`config.mk`:
```
export PLATFORM = sky130hd
export DESIGN_NAME = ws2812_frame_sched
export DESIGN_NICKNAME = d
export VERILOG_FILES = /design/src/rtl/ws2812_frame_sched.sv
export SDC_FILE = /design/constraint.sdc
export NUM_CORES = 1
export LEC_CHECK = 0
export CAP_MARGIN = 25
export CORE_MARGIN = 2
export CORE_UTILIZATION = 40
export DETAILED_ROUTE_END_ITERATION = 8
export GPL_TIMING_DRIVEN = 0
export PLACE_DENSITY = 0.6
export SKIP_CTS_REPAIR_TIMING = 1
export SLEW_MARGIN = 25
export SYNTH_ARGS = -nofsm -noshare
export SYNTH_HDL_FRONTEND = slang
export SYNTH_SLANG_ARGS = --single-unit
```
`constraint.sdc`:
```
create_clock -name clk -period 9.9 [get_ports clk]
set_input_delay 1.485 -clock clk [delete_from_list [all_inputs] [get_ports clk]]
set_output_delay 1.485 -clock clk [all_outputs]
set_load 0.01 [all_outputs]
```
`src/rtl/ws2812_frame_sched.sv`:
```
// WS2812 frame scheduler: double-buffered pixel banks feeding a
// per-pixel serializer, followed by a low latch gap.
module ws2812_frame_sched #(
  parameter  int NUM_LEDS     = 5,
  parameter  int LATCH_CYCLES = 5000,
  localparam int AW           = $clog2(NUM_LEDS)
) (
  input  logic          clk,
  input  logic          rst_n,
  input  logic          wr_en,
  input  logic [AW-1:0] wr_addr,
  input  logic [23:0]   wr_data,
  input  logic          frame_start,
  input  logic          tx_ready,
  input  logic          tx_done,
  output logic          tx_valid,
  output logic [23:0]   tx_data,
  output logic          busy,
  output logic          frame_done
);

  localparam int CW = $clog2(LATCH_CYCLES + 1);
  localparam logic [AW-1:0] LAST_IDX = AW'(NUM_LEDS - 1);
  localparam logic [CW-1:0] LAST_CNT = CW'(LATCH_CYCLES - 1);

  typedef enum logic [2:0] {
    S_IDLE,
    S_LOAD,
    S_SEND,
    S_WAIT,
    S_LATCH
  } state_t;

  state_t        r_state;
  logic          r_sel;
  logic          r_pend;
  logic [AW-1:0] r_idx;
  logic [CW-1:0] r_cnt;
  logic          r_tx_valid;
  logic [23:0]   r_tx_data;
  logic          r_done;
  logic [23:0]   r_bank [2][NUM_LEDS];

  logic w_wr_ok;
  logic w_start;

  assign w_wr_ok = rst_n && wr_en && (32'(wr_addr) < NUM_LEDS);
  assign w_start = frame_start | r_pend;

  // Banks are storage only; they survive reset.
  always_ff @(posedge clk) begin
    if (w_wr_ok)
      r_bank[r_sel][wr_addr] <= wr_data;
  end

  always_ff @(posedge clk) begin
    if (!rst_n) begin
      r_state    <= S_IDLE;
      r_sel      <= 1'b0;
      r_pend     <= 1'b0;
      r_idx      <= '0;
      r_cnt      <= '0;
      r_tx_valid <= 1'b0;
      r_tx_data  <= '0;
      r_done     <= 1'b0;
    end else begin
      r_done <= 1'b0;
      if (frame_start && r_state != S_IDLE)
        r_pend <= 1'b1;
      unique case (r_state)
        S_IDLE: begin
          if (w_start) begin
            r_sel   <= ~r_sel;
            r_idx   <= '0;
            r_pend  <= 1'b0;
            r_state <= S_LOAD;
          end
        end
        S_LOAD: begin
          r_tx_data  <= r_bank[~r_sel][r_idx];
          r_tx_valid <= 1'b1;
          r_state    <= S_SEND;
        end
        S_SEND: begin
          if (tx_ready) begin
            r_tx_valid <= 1'b0;
            r_state    <= S_WAIT;
          end
        end
        S_WAIT: begin
          if (tx_done) begin
            if (r_idx == LAST_IDX) begin
              r_cnt   <= '0;
              r_state <= S_LATCH;
            end else begin
              r_idx   <= r_idx + 1'b1;
              r_state <= S_LOAD;
            end
          end
        end
        S_LATCH: begin
          if (r_cnt == LAST_CNT) begin
            r_done  <= 1'b1;
            r_state <= S_IDLE;
          end else begin
            r_cnt <= r_cnt + 1'b1;
          end
        end
        default: r_state <= S_IDLE;
      endcase
    end
  end

  assign tx_valid   = r_tx_valid;
  assign tx_data    = r_tx_data;
  assign frame_done = r_done;
  // A queued frame keeps busy up through the frame_done cycle.
  assign busy       = (r_state != S_IDLE) | r_pend;

endmodule

```
==> flow_metrics.env <==
export IMPL_nNetsFinal=754
export IMPL_cts_buffer_depth=3
export IMPL_fmax_mhz=280.9
export IMPL_finalHoldViolCount=0
export IMPL_drtAntennaViolNets=0
export IMPL_multi_input_area_um2=2796
export IMPL_insertion_delay_ns=0.54
export IMPL_pre_cts_ws_ns=5.973
export IMPL_yosysTopAreaCellShare_pct=65.29
export IMPL_status="completed"
export IMPL_intPower_mw=2.061
export IMPL_cts_buffers=29
export IMPL_crit_fanout=10
export IMPL_via_per_inst=5.511
export IMPL_most_common_layout_cells="edfxtp_1, clkdlybuf4s50_1, mux2i_1"
export IMPL_r2r_cells=8
export IMPL_syn2layout_area_growth_pct=20.56
export IMPL_cp_arrival_ns=2.08
export IMPL_first_iter_violations=420
export IMPL_skew_ns=0.009853
export IMPL_layout_drive_gt1_share_pct=18.62
export IMPL_core_area_um2=27030
export IMPL_finalNonFillerCells=1082
export IMPL_finish_utilization_pct=49.24
export IMPL_powerDensity_nw_per_um2=201.4
export IMPL_place_congestion=0.8445
export IMPL_vias=5963
export IMPL_grt_antenna_before_repair=1
export IMPL_ys_ff_latch=287
export IMPL_power_total_mw=2.680
export IMPL_synthCells=611
export IMPL_synthArstFlopShare_pct=0
export IMPL_hold_ws_ns=0.4641
export IMPL_synthesis_nets=647
export IMPL_cp_end_kind="primary output"
export IMPL_grt_pass1_vias=6069
export IMPL_ys_seq_area_share_pct=73.82
export IMPL_layout_commonest_cell="edfxtp_1"
export IMPL_drv_cap=0
export IMPL_regArea_um2=8148
export IMPL_htreeDepth=1
export IMPL_synth_warnings=0
export IMPL_holdPathStages=2
export IMPL_crit_type="register to primary output"
export IMPL_place_area_um2=12400
export IMPL_seqPwrFrac_pct=50.2
export IMPL_grt_overflow=0
export IMPL_clk_pin_slew_ns=0.06
export IMPL_die_y_um=170.1
export IMPL_finalInstanceArea_um2=13310
export IMPL_drv_slew=0
export IMPL_fin_crit_sh_pct=35.96
export IMPL_worst_r2r_endpoint="r_cnt[4]$_SDFFE_PN0P_"
export IMPL_ios=60
export IMPL_relSlewSlack_pct=33.90
export IMPL_ys_top_cells_by_area="edfxtp_1, mux4_2, dfxtp_1"
export IMPL_r2r_slack_ns=7.24
export IMPL_fillers=2283
export IMPL_hp_start="tx_data[10]$_SDFFE_PN0P_"
export IMPL_rr_startpoint="r_idx[0]$_SDFFE_PN0P_"
export IMPL_synthesis_area_um2=11040
export IMPL_clockRootBuffer="clkbuf_16"
export IMPL_first_pass_iters=5
export IMPL_worstMarginPinSlew_ns=0.9915
export IMPL_synth_edf_count=240
export IMPL_wl_per_cell_um=22.59
export IMPL_start_util_pct=40.84
export IMPL_ys_flop_type="edfxtp_1"
export IMPL_cts_sinks=287
export IMPL_grt_pass1_wl_mm=36.83
export IMPL_period_minus_slack_ns=3.560
export IMPL_tns_ns=0
export IMPL_grt_max_degree=18
export IMPL_power_frac_comb_pct=11.0
export IMPL_cp_start_kind="register"
export IMPL_leakage_nw=4.345
export IMPL_setup_ws_ns=6.340
export IMPL_holdPathEnd="tx_data[10]$_SDFFE_PN0P_"
export IMPL_sw_frac_of_total_pct=23.09
export IMPL_synth_top_cell_by_area="edfxtp_1"
export IMPL_vdd_drop_max_mv=0.1214
export IMPL_syn_area_per_cell_um2=18.07
export IMPL_grt_usage_pct=17.09
export IMPL_drt_wl_total_mm=24.44
export IMPL_setup_violations=0
export IMPL_dieWidth_um=170.1
export IMPL_cts_tree="yes"
export IMPL_dpl_cell_count=1028
export IMPL_hold_class="register to register"
export IMPL_die_area_um2=28940
export IMPL_hpwl_mm=16.12
export IMPL_rows=60
export IMPL_p_clk_share_pct=38.8
export IMPL_antenna_diode_count=0
export IMPL_cp_required_ns=8.42
export IMPL_rsz0062_at_grt="no"
export IMPL_port_buffers=58
export IMPL_ys_types=49
export IMPL_switchingPower_uw=618.6
export IMPL_drc=0
-- cells in the mapped netlist (all sizes together), types with 2 or more instances --
master	n
o211ai	2
nor2	15
o221ai	24
o21a	2
ha	3
nand2b	4
xor2	3
and2	5
a21oi	11
and4	5
buf	11
clkbuf	20
nor4	2
mux2i	49
and3	4
nand2	39
or4	6
o31ai	4
or3	4
mux4	48
dfxtp	47
inv	9
nand4	9
nor3	10
and4bb	2
nand3	9
edfxtp	240
o21ai	10
-- area by class of cell --
class / count / share of cell area (%)
Buffer: 31 / 0.9590
Clock buffer: 30 / 5.481
Clock inverter: 24 / 1.344
Inverter: 9 / 0.2539
Multi-Input combinational cell: 284 / 21.01
Sequential cell: 287 / 61.23
Tap cell: 341 / 3.206
Timing Repair Buffer: 76 / 6.516
-- state kept, by name, indices dropped and copies added, names as in the netlist --
name        count
r_bank        240
r_cnt          13
tx_valid        1
r_sel           1
r_idx           3
r_pend          1
frame_done      1
tx_data        24
r_state         3
-- power by group through the flow --
stage / logic (mW) / registers [mW] / clock network, mW
2_1_floorplan: 0.175 / 1.37 / 0
3_3_place_gp: 0.285 / 1.37 / 0
3_5_place_dp: 0.299 / 1.37 / 0
4_1_cts: 0.299 / 1.35 / 1.06
5_1_grt: 0.318 / 1.35 / 1.10
6_report: 0.294 / 1.35 / 1.04
-- routing by layer --
metal  wire (µm)  track usage (%)  part of all wire (%)
met3        1215            3.070                   5.0
met4         382            3.382                   1.6
met5          10                0                 0.041
met1       11040            23.89                    45
met2       11790            28.37                    48
-- critical path: stages, from the launching register on --
cell and delay [ns]:
dfxtp_1 0.38, clkbuf_1 0.38, nor3_1 0.14, nand2b_1 0.09, clkdlybuf4s50_1 0.53
-- worst max path at each step --
stage	startpoint	slack [ns]	end
4_1_cts	r_state[2]$_SDFFE_PN0P_	6.33	busy
3_3_place_gp	rst_n	3.22	r_bank[0][11]$_DFFE_PP_
6_report	r_state[2]$_SDFFE_PN0P_	6.34	busy
3_5_place_dp	wr_en	5.97	r_bank[0][99]$_DFFE_PP_
5_1_grt	r_state[2]$_SDFFE_PN0P_	6.20	busy
2_1_floorplan	rst_n	5.66	r_bank[0][100]$_DFFE_PP_
-- cells by family after synthesis --
group,synth area share [%]
XOR/XNOR,0.3174
flip-flops,73.82
buffers and inverters,1.462
multiplexers,14.24
AO/OA/AOI/OAI,3.888
AND/OR/NAND/NOR,5.940
adder cells (fa/ha/maj),0.3401
No activity file was read; power rests on OpenSTA's default activity.
